## src/rtl/mips_pkg.sv

```systemverilog
// Shared types and defaults for the memory-port arbiter.
package mips_pkg;

  // Owner register encoding: idle, CPU holds the port, debug holds the port (locked burst).
  typedef enum logic [1:0] {ARB_IDLE, ARB_CPU, ARB_DBG} arb_state_t;

  // Consecutive CPU grants tolerated while the debug port is waiting.
  localparam int unsigned MaxStreakDefault = 4;

  localparam int unsigned AddrWDefault = 32;
  localparam int unsigned DataWDefault = 32;

endpackage

```

## src/rtl/arb_rd_return.sv

```systemverilog
// Read-return path: captures memory read data for the access granted this cycle
// and steers it to whichever requester issued that read, independent of who owns
// the port in the following cycle.
module arb_rd_return #(
  parameter int unsigned DATA_W = 32
) (
  input  logic              clk_i,
  input  logic              rst_i,
  input  logic              rd_cpu_i,
  input  logic              rd_dbg_i,
  input  logic [DATA_W-1:0] mem_rdata_i,
  output logic              cpu_rvalid_o,
  output logic [DATA_W-1:0] cpu_rdata_o,
  output logic              dbg_rvalid_o,
  output logic [DATA_W-1:0] dbg_rdata_o
);

  logic              rvalid_q;
  logic              owner_dbg_q;  // last_read_owner: 1 = debug port, 0 = CPU
  logic [DATA_W-1:0] rdata_q;

  // Register the read data and its owner tag at the end of the granted cycle.
  always_ff @(posedge clk_i or posedge rst_i) begin
    if (rst_i) begin
      rvalid_q    <= 1'b0;
      owner_dbg_q <= 1'b0;
      rdata_q     <= '0;
    end else begin
      rvalid_q <= rd_cpu_i | rd_dbg_i;
      if (rd_cpu_i | rd_dbg_i) begin
        owner_dbg_q <= rd_dbg_i;
        rdata_q     <= mem_rdata_i;
      end
    end
  end

  // Demux the return to the tagged owner.
  always_comb begin
    cpu_rvalid_o = rvalid_q & ~owner_dbg_q;
    dbg_rvalid_o = rvalid_q &  owner_dbg_q;
    cpu_rdata_o  = rdata_q;
    dbg_rdata_o  = rdata_q;
  end

endmodule

```

## src/rtl/mem_port_arbiter.sv

```systemverilog
// Shares the single-port memory between the CPU datapath and a debug/loader port.
// CPU has priority, but the debug port wins after MAX_STREAK consecutive CPU grants
// made while it was waiting. A locked debug burst keeps ownership and stalls the CPU.
module mem_port_arbiter
  import mips_pkg::*;
#(
  parameter int unsigned ADDR_W     = AddrWDefault,
  parameter int unsigned DATA_W     = DataWDefault,
  parameter int unsigned MAX_STREAK = MaxStreakDefault
) (
  input  logic              clock,
  input  logic              reset,
  input  logic              cpu_req,
  input  logic              cpu_wr,
  input  logic [ADDR_W-1:0] cpu_addr,
  input  logic [DATA_W-1:0] cpu_wdata,
  output logic              cpu_stall,
  output logic              cpu_rvalid,
  output logic [DATA_W-1:0] cpu_rdata,
  input  logic              dbg_req,
  input  logic              dbg_lock,
  input  logic              dbg_wr,
  input  logic [ADDR_W-1:0] dbg_addr,
  input  logic [DATA_W-1:0] dbg_wdata,
  output logic              dbg_gnt,
  output logic              dbg_rvalid,
  output logic [DATA_W-1:0] dbg_rdata,
  output logic [ADDR_W-1:0] mem_addr,
  output logic              mem_wr,
  output logic [DATA_W-1:0] mem_wdata,
  input  logic [DATA_W-1:0] mem_rdata
);

  localparam int unsigned StreakW = $clog2(MAX_STREAK + 1);
  localparam logic [StreakW-1:0] StreakMax = StreakW'(MAX_STREAK);

  arb_state_t         state_q, state_d;
  logic [StreakW-1:0] streak_q, streak_d;
  logic               cpu_gnt, dbg_gnt_c;

  // Owner register and starvation counter.
  always_ff @(posedge clock or posedge reset) begin
    if (reset) begin
      state_q  <= ARB_IDLE;
      streak_q <= '0;
    end else begin
      state_q  <= state_d;
      streak_q <= streak_d;
    end
  end

  // Grant decision for this cycle; reset forces no grant so an in-flight write is dropped.
  always_comb begin
    cpu_gnt   = 1'b0;
    dbg_gnt_c = 1'b0;
    state_d   = ARB_IDLE;
    streak_d  = streak_q;
    if (!reset) begin
      case (state_q)
        ARB_DBG: begin
          if (dbg_req) begin
            dbg_gnt_c = 1'b1;
            state_d   = dbg_lock ? ARB_DBG : ARB_IDLE;
          end
        end
        default: begin
          if (cpu_req && !(dbg_req && (streak_q == StreakMax))) begin
            cpu_gnt = 1'b1;
            state_d = ARB_CPU;
            if (!dbg_req) begin
              streak_d = '0;
            end else if (streak_q != StreakMax) begin
              streak_d = streak_q + 1'b1;
            end
          end else if (dbg_req) begin
            dbg_gnt_c = 1'b1;
            streak_d  = '0;
            state_d   = dbg_lock ? ARB_DBG : ARB_IDLE;
          end
        end
      endcase
    end
  end

  // Address/data mux toward memory; idle bus parks at zero.
  always_comb begin
    mem_addr  = '0;
    mem_wdata = '0;
    mem_wr    = 1'b0;
    if (cpu_gnt) begin
      mem_addr  = cpu_addr;
      mem_wr    = cpu_wr;
      mem_wdata = cpu_wr ? cpu_wdata : '0;
    end else if (dbg_gnt_c) begin
      mem_addr  = dbg_addr;
      mem_wr    = dbg_wr;
      mem_wdata = dbg_wr ? dbg_wdata : '0;
    end
    cpu_stall = cpu_req & ~cpu_gnt & ~reset;
    dbg_gnt   = dbg_gnt_c;
  end

  arb_rd_return #(
    .DATA_W(DATA_W)
  ) u_rd_return (
    .clk_i       (clock),
    .rst_i       (reset),
    .rd_cpu_i    (cpu_gnt & ~cpu_wr),
    .rd_dbg_i    (dbg_gnt_c & ~dbg_wr),
    .mem_rdata_i (mem_rdata),
    .cpu_rvalid_o(cpu_rvalid),
    .cpu_rdata_o (cpu_rdata),
    .dbg_rvalid_o(dbg_rvalid),
    .dbg_rdata_o (dbg_rdata)
  );

endmodule

```

## config.mk

```make
export PLATFORM = sky130hd
export DESIGN_NAME = mem_port_arbiter
export DESIGN_NICKNAME = d
export VERILOG_FILES = /design/src/rtl/mips_pkg.sv /design/src/rtl/arb_rd_return.sv /design/src/rtl/mem_port_arbiter.sv
export SDC_FILE = /design/constraint.sdc
export NUM_CORES = 1
export LEC_CHECK = 0
export ABC_AREA = 1
export BUFFER_PORTS_ARGS = -buffer_cell sky130_fd_sc_hd__buf_2
export CAP_MARGIN = 20
export CORE_AREA = 2 2 117 119
export CTS_BUF_LIST = sky130_fd_sc_hd__clkbuf_16
export DETAILED_ROUTE_END_ITERATION = 12
export DIE_AREA = 0 0 119 121
export PLACE_DENSITY = 0.59
export SETUP_SLACK_MARGIN = 0.15
export SYNTH_ARGS = -nofsm -noshare
export SYNTH_HDL_FRONTEND = slang
export SYNTH_SLANG_ARGS = --single-unit
```

## constraint.sdc

```tcl
create_clock -name clock -period 3.1 [get_ports clock]
set_input_delay 0 -clock clock [delete_from_list [all_inputs] [get_ports clock]]
set_output_delay 0 -clock clock [all_outputs]
set_load 0.005 [all_outputs]
```

==> flow_summary.ini, run 1 <==
[global_routing]
grt_pass1_wl_mm = 16.7
antenna_found_initial = 0
grt_max_degree = 67
overflow = 0
grtUsageTotal_pct = 14.1
grt_pass1_vias = 3357

[synthesis]
syn_inst = 435
synth.distinct_cells = 22
synthArstFlopShare_pct = 100
yosysWarnings = 0
synth_top_area_share_pct = 34.2
synth_top_area_cell = dfrtp_1
synth.most_common_cell = nand2_1
synth-edff-count = 0
synth_area_sq_mm = 0.00285
ys_ff_latch = 39
postSynthAreaPerCell_sq_um = 6.56
syn-num-nets = 604
synthFlopType = dfrtp_1
ys_seq_area_share_pct = 34.2
synth_top_cells_by_area = dfrtp_1 (34%), nand2_1 (27%), nand3_1 (12%)
synth_common_cells = nand2_1 (202), nand3_1 (67), buf_4 (42), dfrtp_1 (39), o21ai_1 (29)

[worst_setup_path]
critPathLaunchType = register
worstPathRequired_ns = 3.10
critical_path_class = reg2out
cp_max_fo = 66
worstPathArrival_ns = 2.19
end_kind = primary output

[timing]
skew_ns = 0.00363
timing.setup.tns_ns = 0
setup_viol = 0
setup_slack_ns = 0.910
rsz0062_at_grt = no
hold_viol_final = 0
drv_slew = 0
worst_slew_pin_slew_ns = 0.641
post-route-period-util_pct = 70.6
min_period_ns = 2.19
max_freq_mhz = 457
relSlewSlack_pct = 57.2

[clocking]
cts_buffer_depth = 2
cts_tree = yes
post_cts_resize_count = 0
cts_root_buf = clkbuf_16
numCtsBuffers = 5
cts_hold_buffers = 34
clock_sinks = 39
cts_max_level = 2
post-cts-setup-buffer-count = 0
clk_pin_slew_ns = 0.06
clock_latency_ns = 0.27

[power_and_ir_drop]
power_density_mw_per_mm2 = 372
netSwitchingPower_mw = 0.541
p_leak_nw = 2.84
p_comb_share_pct = 34.0
power_frac_seq_pct = 38.1
clockPowerShare_pct = 28.0
ir_drop_uv = 201
p_int_mw = 1.20
p_sw_share_pct = 31.1

[final_layout]
fillCellCount = 1400
n_antenna_cell = 0
final_area_sq_mm = 0.00467
utilization_pct = 35.7
seqCellArea_sq_um = 976
area_delta_synth_final_pct = 63.6
layout-drive-gt1-share_pct = 44.9
final_nets = 886
multi_input_area_sq_mm = 0.00142

[route]
highest_layer = met4
dr.pass1.iters = 4
num_vias = 3716
wl_met3_microns = 716
dr_wl_met2_mm = 5.61
viasPerCell = 4.16
routed_wl_mm = 11.1
drt_iter0_markers = 165
wl_met1_mm = 4.64
drc = 0
wl_per_cell_microns = 12.4
ant_nets = 0

[placement]
portBuffers = 299
pre_cts_ws_ns = 1.21
gp_congestion = 0.750
dp_hpwl_mm = 8.64
place_area_sq_mm = 0.00419

[floorplan]
die_h_microns = 121
initial_core_util_pct = 21.8
rows = 42
dieArea_sq_mm = 0.0144
fp.dieW_microns = 119
core_sq_mm = 0.0131
io_pins = 300

[min_path]
hold_path.class = in2reg

[job]
cap_violations = 0

[outcome]
status = finished, final reports clean
final timing paths:
check,from,end,slack (ns),depth (start not counted)
max in group asynchronous,reset,u_rd_return.cpu_rdata_o[22],2.27,4
hold reg to reg,u_rd_return.owner_dbg_q,u_rd_return.owner_dbg_q,0.50,2
setup / recovery,streak_q[0],mem_wdata[17],0.91,9
setup reg to reg,streak_q[0],u_rd_return.cpu_rdata_o[21],1.25,8
min in group asynchronous,reset,u_rd_return.cpu_rdata_o[7],0.47,4
hold / removal,dbg_req,streak_q[0],0.06,3
power groups by stage:
stage | sequential (mW) | combinational [mW] | clock (mW)
6_report | 0.661 | 0.591 | 0.486
5_1_grt | 0.672 | 0.662 | 0.529
4_1_cts | 0.660 | 0.596 | 0.501
3_5_place_dp | 0.668 | 0.561 | 0
3_3_place_gp | 0.668 | 0.561 | 0
2_1_floorplan | 0.669 | 0.329 | 0
flip-flops by register name, summed over array words and instances, names as in the netlist:
signal                   count
state_q                      2
streak_q                     3
u_rd_return.cpu_rdata_o     32
u_rd_return.owner_dbg_q      1
u_rd_return.rvalid_q         1
final cells by class:
type                            count  share of cell area [%]
Multi-Input combinational cell    321                    30.3
Clock inverter                      2                   0.295
Sequential cell                    39                    20.9
Clock buffer                        5                    2.68
Tap cell                          176                    4.72
Timing Repair Buffer              337                    40.0
Inverter                           13                    1.05
worst max-delay path, stage by stage, from the launching register on:
cell	delay, ns
dfrtp_1	0.36
inv_1	0.06
ha_1	0.20
nand3_2	0.09
nand2_2	0.07
nor2_4	0.11
buf_4	0.53
nand3_1	0.13
o21ai_1	0.16
buf_2	0.15
kinds of logic (layout without fill, tap and decap cells):
kind of cell	Yosys count	after routing	share of synthesized area (%)
flops	39	39	34.2
fa+ha+maj	2	2	0.877
compound gates	37	37	6.58
buf+inv	75	357	16.1
simple gates	281	281	41.9
xor+xnor	1	1	0.307
cells in the final DEF, fill, tap and decap left out, drive strengths merged:
cell type    instances
ha                   2
inv                 13
o211ai               1
dlygate4sd3         34
buf                303
nor2                 5
clkbuf               5
o21ai               36
dfrtp               39
xnor2                1
clkinv               2
nand2              206
nand3               70
per-layer routing:
| metal | global-route usage, % | vias up |
|---|---|---|
| li1 | - | 1909 |
| met2 | 25.3 | 174 |
| met5 | 0 | - |
| met3 | 1.93 | 8 |
| met4 | 2.98 | 0 |
| met1 | 18.2 | 1625 |
through the flow:
stage	hold WS (ns)	total power, mW	instances
after floorplan	-0.00751	0.998	435
after global placement	0.195	1.23	852
after detailed placement	0.198	1.23	852
after CTS	0.0616	1.76	893
after global routing	0.0970	1.86	893
final	0.0649	1.74	893
Power figures use the tool's default switching activity.
==> inputs of run 2 (changes only) <==
CORE_AREA = 2 2 116 118   (was 2 2 117 119)
DIE_AREA = 0 0 118 120   (was 0 0 119 121)
PLACE_DENSITY = 0.6   (was 0.59)
clock period = 2.2 ns   (was 3.1 ns; I/O delays follow)
==> run 2 against run 1 <==
Against the previous run: combinational power rose by 45%; routed wire length rose by 9.5%; non-clock buffer count rose by 5; die area fell by 1.7%; core utilization rose by 0.88 points; flip-flop and latch count did not move; largest power group unchanged; highest routed layer unchanged.
==> flow_summary.ini, run 2 (same netlist as run 1, synthesis figures left out) <==
[route]
num_vias = 3813
drc = 0
ant_nets = 0
dr.pass1.iters = 4
routed_wl_mm = 12.1
wl_per_cell_microns = 13.5
viasPerCell = 4.25
drt_iter0_markers = 215

[worst_setup_path]
cp_max_fo = 48
critical_path_class = reg2out
crit_path_max_incr_delay_ns = 0.37
end_kind = primary output
worstPathArrival_ns = 1.90
cp_slowest_cell = dfrtp_1
path_cells = inv_1 > ha_1 > nand3_2 > nand2_2 > nor2_4 > buf_12 > nand3_1 > o21ai_1 > buf_2
worstPathRequired_ns = 2.20
critPathLaunchType = register

[timing]
hold_viol_final = 0
skew_ns = 0.00637
post-route-period-util_pct = 86.5
worst_slew_pin_slew_ns = 0.532
drv_slew = 0
max_freq_mhz = 526
setup_viol = 0
timing.setup.tns_ns = 0
relSlewSlack_pct = 64.5
min_period_ns = 1.90
rsz0062_at_grt = no

[clocking]
clk_pin_slew_ns = 0.06
clock_latency_ns = 0.28
cts_max_level = 2
clock_sinks = 39
numCtsBuffers = 5
cts_tree = yes
cts_buffer_depth = 2
cts_root_buf = clkbuf_16

[final_layout]
final_common_cell = buf_2
layout-drive-gt1-share_pct = 45.2
largest_register_ff_count = 32
stdcell_count = 898
final_nets = 891
area_delta_synth_final_pct = 66.3
n_antenna_cell = 0
mostFrequentLayoutCells = buf_2 (299), nand2_1 (202), nand3_1 (67)

[global_routing]
grt_pass1_wl_mm = 19.0
antenna_found_initial = 0
grt_pass1_vias = 3618
grt_max_degree = 49
overflow = 0
grtUsageTotal_pct = 16.5

[placement]
portBuffers = 299
dp_hpwl_mm = 9.53
gp_congestion = 0.864
place_inst = 857

[job]
cap_violations = 0

[power_and_ir_drop]
p_leak_nw = 2.87
ir_drop_uv = 260
power_density_mw_per_mm2 = 544
finalPower_mw = 2.58

[floorplan]
core_sq_mm = 0.0130
rows = 42
dieArea_sq_mm = 0.0142
initial_core_util_pct = 22.0
io_pins = 300
fp.dieW_microns = 118
die_h_microns = 120

[outcome]
status = finished, final reports clean

[min_path]
hold_path.class = in2reg
[run 2: metrics by stage]
| step | area [sq um] | setup slack, ns | hold WS [ns] | utilization [%] |
|---|---|---|---|---|
| floorplan | 2850 | 0.842 | -0.00751 | - |
| finish | 4740 | 0.297 | 0.0527 | 36.5 |
| global placement | 4230 | 0.374 | 0.197 | 32.6 |
| global route | 4740 | 0.201 | 0.0642 | 36.5 |
| detailed placement | 4230 | 0.375 | 0.198 | 32.6 |
| CTS | 4730 | 0.188 | 0.0511 | 36.4 |
[run 2: final cells by class]
class,instances,area (sq um)
fill,1417,8240
timing repair buffer,342,1920
multi-input combinational,321,1420
sequential,39,976
tap,176,220
clock buffer,5,125
inverter,13,51.3
clock inverter,2,33.8
[run 2: report_power, final]
part	internal, mW	switching, mW
sequential	0.838	0.0938
clock	0.524	0.269
combinational	0.445	0.412
[run 2: path summary, 6_finish.rpt]
path / cells past startpoint / startpoint / slack (ns) / to
worst max-delay path: 9 / streak_q[0] / 0.30 / mem_wdata[0]
worst min-delay path: 3 / dbg_req / 0.05 / streak_q[1]
worst max register to register: 9 / streak_q[0] / 0.49 / u_rd_return.cpu_rdata_o[22]
worst min register to register: 2 / u_rd_return.owner_dbg_q / 0.50 / u_rd_return.owner_dbg_q
max in group asynchronous: 4 / reset / 1.37 / u_rd_return.cpu_rdata_o[17]
min in group asynchronous: 4 / reset / 0.45 / streak_q[2]
[run 2: timing repair]
action	4_1_cts	5_1_grt
endpoints found under the hold margin	72	0
resized for setup	2	6
hold buffers	34	0
endpoints found under the setup margin	8	42
buffers inserted	0	0
[run 2: layer usage]
metal / GRT usage (%) / up-vias / part of all wire [%]
li1: - / 1919 / -
met1: 21.4 / 1686 / 43
met2: 28.4 / 194 / 49
met3: 2.76 / 14 / 6.7
met4: 4.52 / 0 / 1.6
met5: 0 / - / 0
[run 2: critical path, delay by kind of cell, from the launching register on]
kind            cells  cell delay [ns]
simple gates        4             0.41
fa+ha+maj           1             0.20
compound gates      1             0.16
buf+inv             3             0.47
flops               1             0.37
==> inputs of run 3 (changes only) <==
--- a/config.mk
+++ b/config.mk
@@ -13,5 +13,5 @@
 export DETAILED_ROUTE_END_ITERATION = 12
 export DIE_AREA = 0 0 118 120
-export PLACE_DENSITY = 0.6
+export PLACE_DENSITY = 0.53
 export SETUP_SLACK_MARGIN = 0.15
 export SYNTH_ARGS = -nofsm -noshare
==> constraint.sdc (replaced) <==
create_clock -name clock -period 2.2 [get_ports clock]
set_input_delay 0 -clock clock [delete_from_list [all_inputs] [get_ports clock]]
set_output_delay 0 -clock clock [all_outputs]
set_load 0.01 [all_outputs]
==> run 3 against run 2 <==
Against the previous run: worst hold slack improved by 0.014 ns; total power decreased by 0.64%; clock skew decreased by 0.00061 ns; sequential power decreased by 0.5%; die area unchanged; clock power decreased by 15%; critical endpoint is now mem_wdata[13]; largest power group is now combinational cells; cell count increased by 0.11%.
==> flow_summary.ini, run 3 (same netlist as run 1, synthesis figures left out) <==
[timing]
relSlewSlack_pct = 63.7
setup_slack_ns = 0.291
skew_ns = 0.00577
post-route-period-util_pct = 86.8
max_freq_mhz = 524
timing.setup.tns_ns = 0
worst_slew_pin_slew_ns = 0.544
drv_slew = 0
rsz0062_at_grt = yes
hold_viol_final = 0
fin_hold_ws_ns = 0.0664
setup_viol = 0
min_period_ns = 1.91

[power_and_ir_drop]
finalPower_mw = 2.56
p_leak_nw = 2.88
ir_drop_uv = 246
power_density_mw_per_mm2 = 541

[final_layout]
layout-drive-gt1-share_pct = 45.1
multi_input_area_sq_mm = 0.00142
mostFrequentLayoutCells = buf_2 (299), nand2_1 (202), nand3_1 (67)
fillCellCount = 1484
final_nets = 891
n_antenna_cell = 0
final_area_sq_mm = 0.00474
largest_register_ff_count = 32
seqCellArea_sq_um = 976
final_common_cell = buf_2
area_delta_synth_final_pct = 66.1

[clocking]
cts_tree = yes
numCtsBuffers = 5
clock_latency_ns = 0.27
clk_pin_slew_ns = 0.05
cts_max_level = 2
clock_sinks = 39
cts_buffer_depth = 2
cts_root_buf = clkbuf_16

[global_routing]
top_usage_layer = met2
antenna_found_initial = 0
grt_pass1_wl_mm = 17.1
use_met2_pct = 25.5
grt_max_degree = 67
overflow = 0
met3_usage_pct = 2.42
grt_pass1_vias = 3483
grtUsageTotal_pct = 14.6
use_met1_pct = 18.9

[route]
dr.pass1.iters = 4
drc = 0
ant_nets = 0
wl_per_cell_microns = 12.5
routed_wl_mm = 11.3
viasPerCell = 4.22
drt_iter0_markers = 145
num_vias = 3790

[worst_setup_path]
critical_path_class = reg2out
cp_slowest_cell = dfrtp_1
end_kind = primary output
path_cells = inv_1 > ha_1 > nand3_2 > nand2_2 > nor2_4 > buf_4 > clkbuf_16 > nand3_1 > o21ai_1 > buf_2
cp_max_fo = 33
crit_path_max_incr_delay_ns = 0.36
critPathLaunchType = register
worstPathRequired_ns = 2.20
worstPathArrival_ns = 1.91

[min_path]
hold_path.class = in2reg

[placement]
place_area_sq_mm = 0.00422
gp_congestion = 0.735
portBuffers = 299
pre_cts_ws_ns = 0.435
dp_hpwl_mm = 8.58

[outcome]
status = finished, final reports clean

[floorplan]
core_sq_mm = 0.0130
die_h_microns = 120
io_pins = 300
initial_core_util_pct = 22.0
fp.dieW_microns = 118
rows = 42
dieArea_sq_mm = 0.0142

[job]
cap_violations = 0
-- run 3: where the power goes --
group	internal [mW]	total [mW]	switching (mW)
sequential	0.838	0.927	0.0892
combinational	0.454	0.967	0.513
clock	0.409	0.671	0.262
-- run 3: final cells by class --
| cell class | instances | area share [%] |
|---|---|---|
| well taps | 176 | 4.65 |
| multi-input cells | 321 | 29.9 |
| clock buffers | 5 | 2.64 |
| flip-flops and latches | 39 | 20.6 |
| repair buffers | 342 | 40.9 |
| inverters | 13 | 1.08 |
| clock inverters | 3 | 0.264 |
-- run 3: metal layers --
metal,up-vias,wire [microns]
met4,0,97
li1,1926,-
met3,7,719
met1,1682,4930
met5,-,0
met2,175,5530
-- run 3: what timing repair did --
action                     4_1_cts  5_1_grt
setup buffers                    0        1
setup endpoints to repair        0       43
hold endpoints to repair        72        0
hold buffers                    34        0
gates resized for setup          0        3
-- run 3: final timing paths --
check | from | endpoint | slack (ns) | cells past startpoint
max in group asynchronous | reset | u_rd_return.cpu_rdata_o[5] | 1.38 | 4
max | streak_q[0] | mem_wdata[13] | 0.29 | 10
min in group asynchronous | reset | state_q[1] | 0.44 | 4
min reg2reg | u_rd_return.owner_dbg_q | u_rd_return.owner_dbg_q | 0.50 | 2
min | dbg_req | streak_q[1] | 0.07 | 3
max reg2reg | streak_q[0] | u_rd_return.cpu_rdata_o[21] | 0.40 | 9
-- run 3: per-stage QoR --
| step | cells | utilization (%) |
|---|---|---|
| 6_report | 899 | 36.5 |
| 5_1_grt | 899 | 36.5 |
| 4_1_cts | 897 | 36.2 |
| 3_5_place_dp | 855 | 32.5 |
| 3_3_place_gp | 855 | 32.5 |
| 2_1_floorplan | 435 | - |
-- run 3: worst max-delay path, delay by kind of cell, from the launching register on --
family	cells	cell delay [ns]
buffers and inverters	4	0.56
AND/OR/NAND/NOR	4	0.42
flip-flops	1	0.36
adder cells (fa/ha/maj)	1	0.21
AO/OA/AOI/OAI	1	0.08
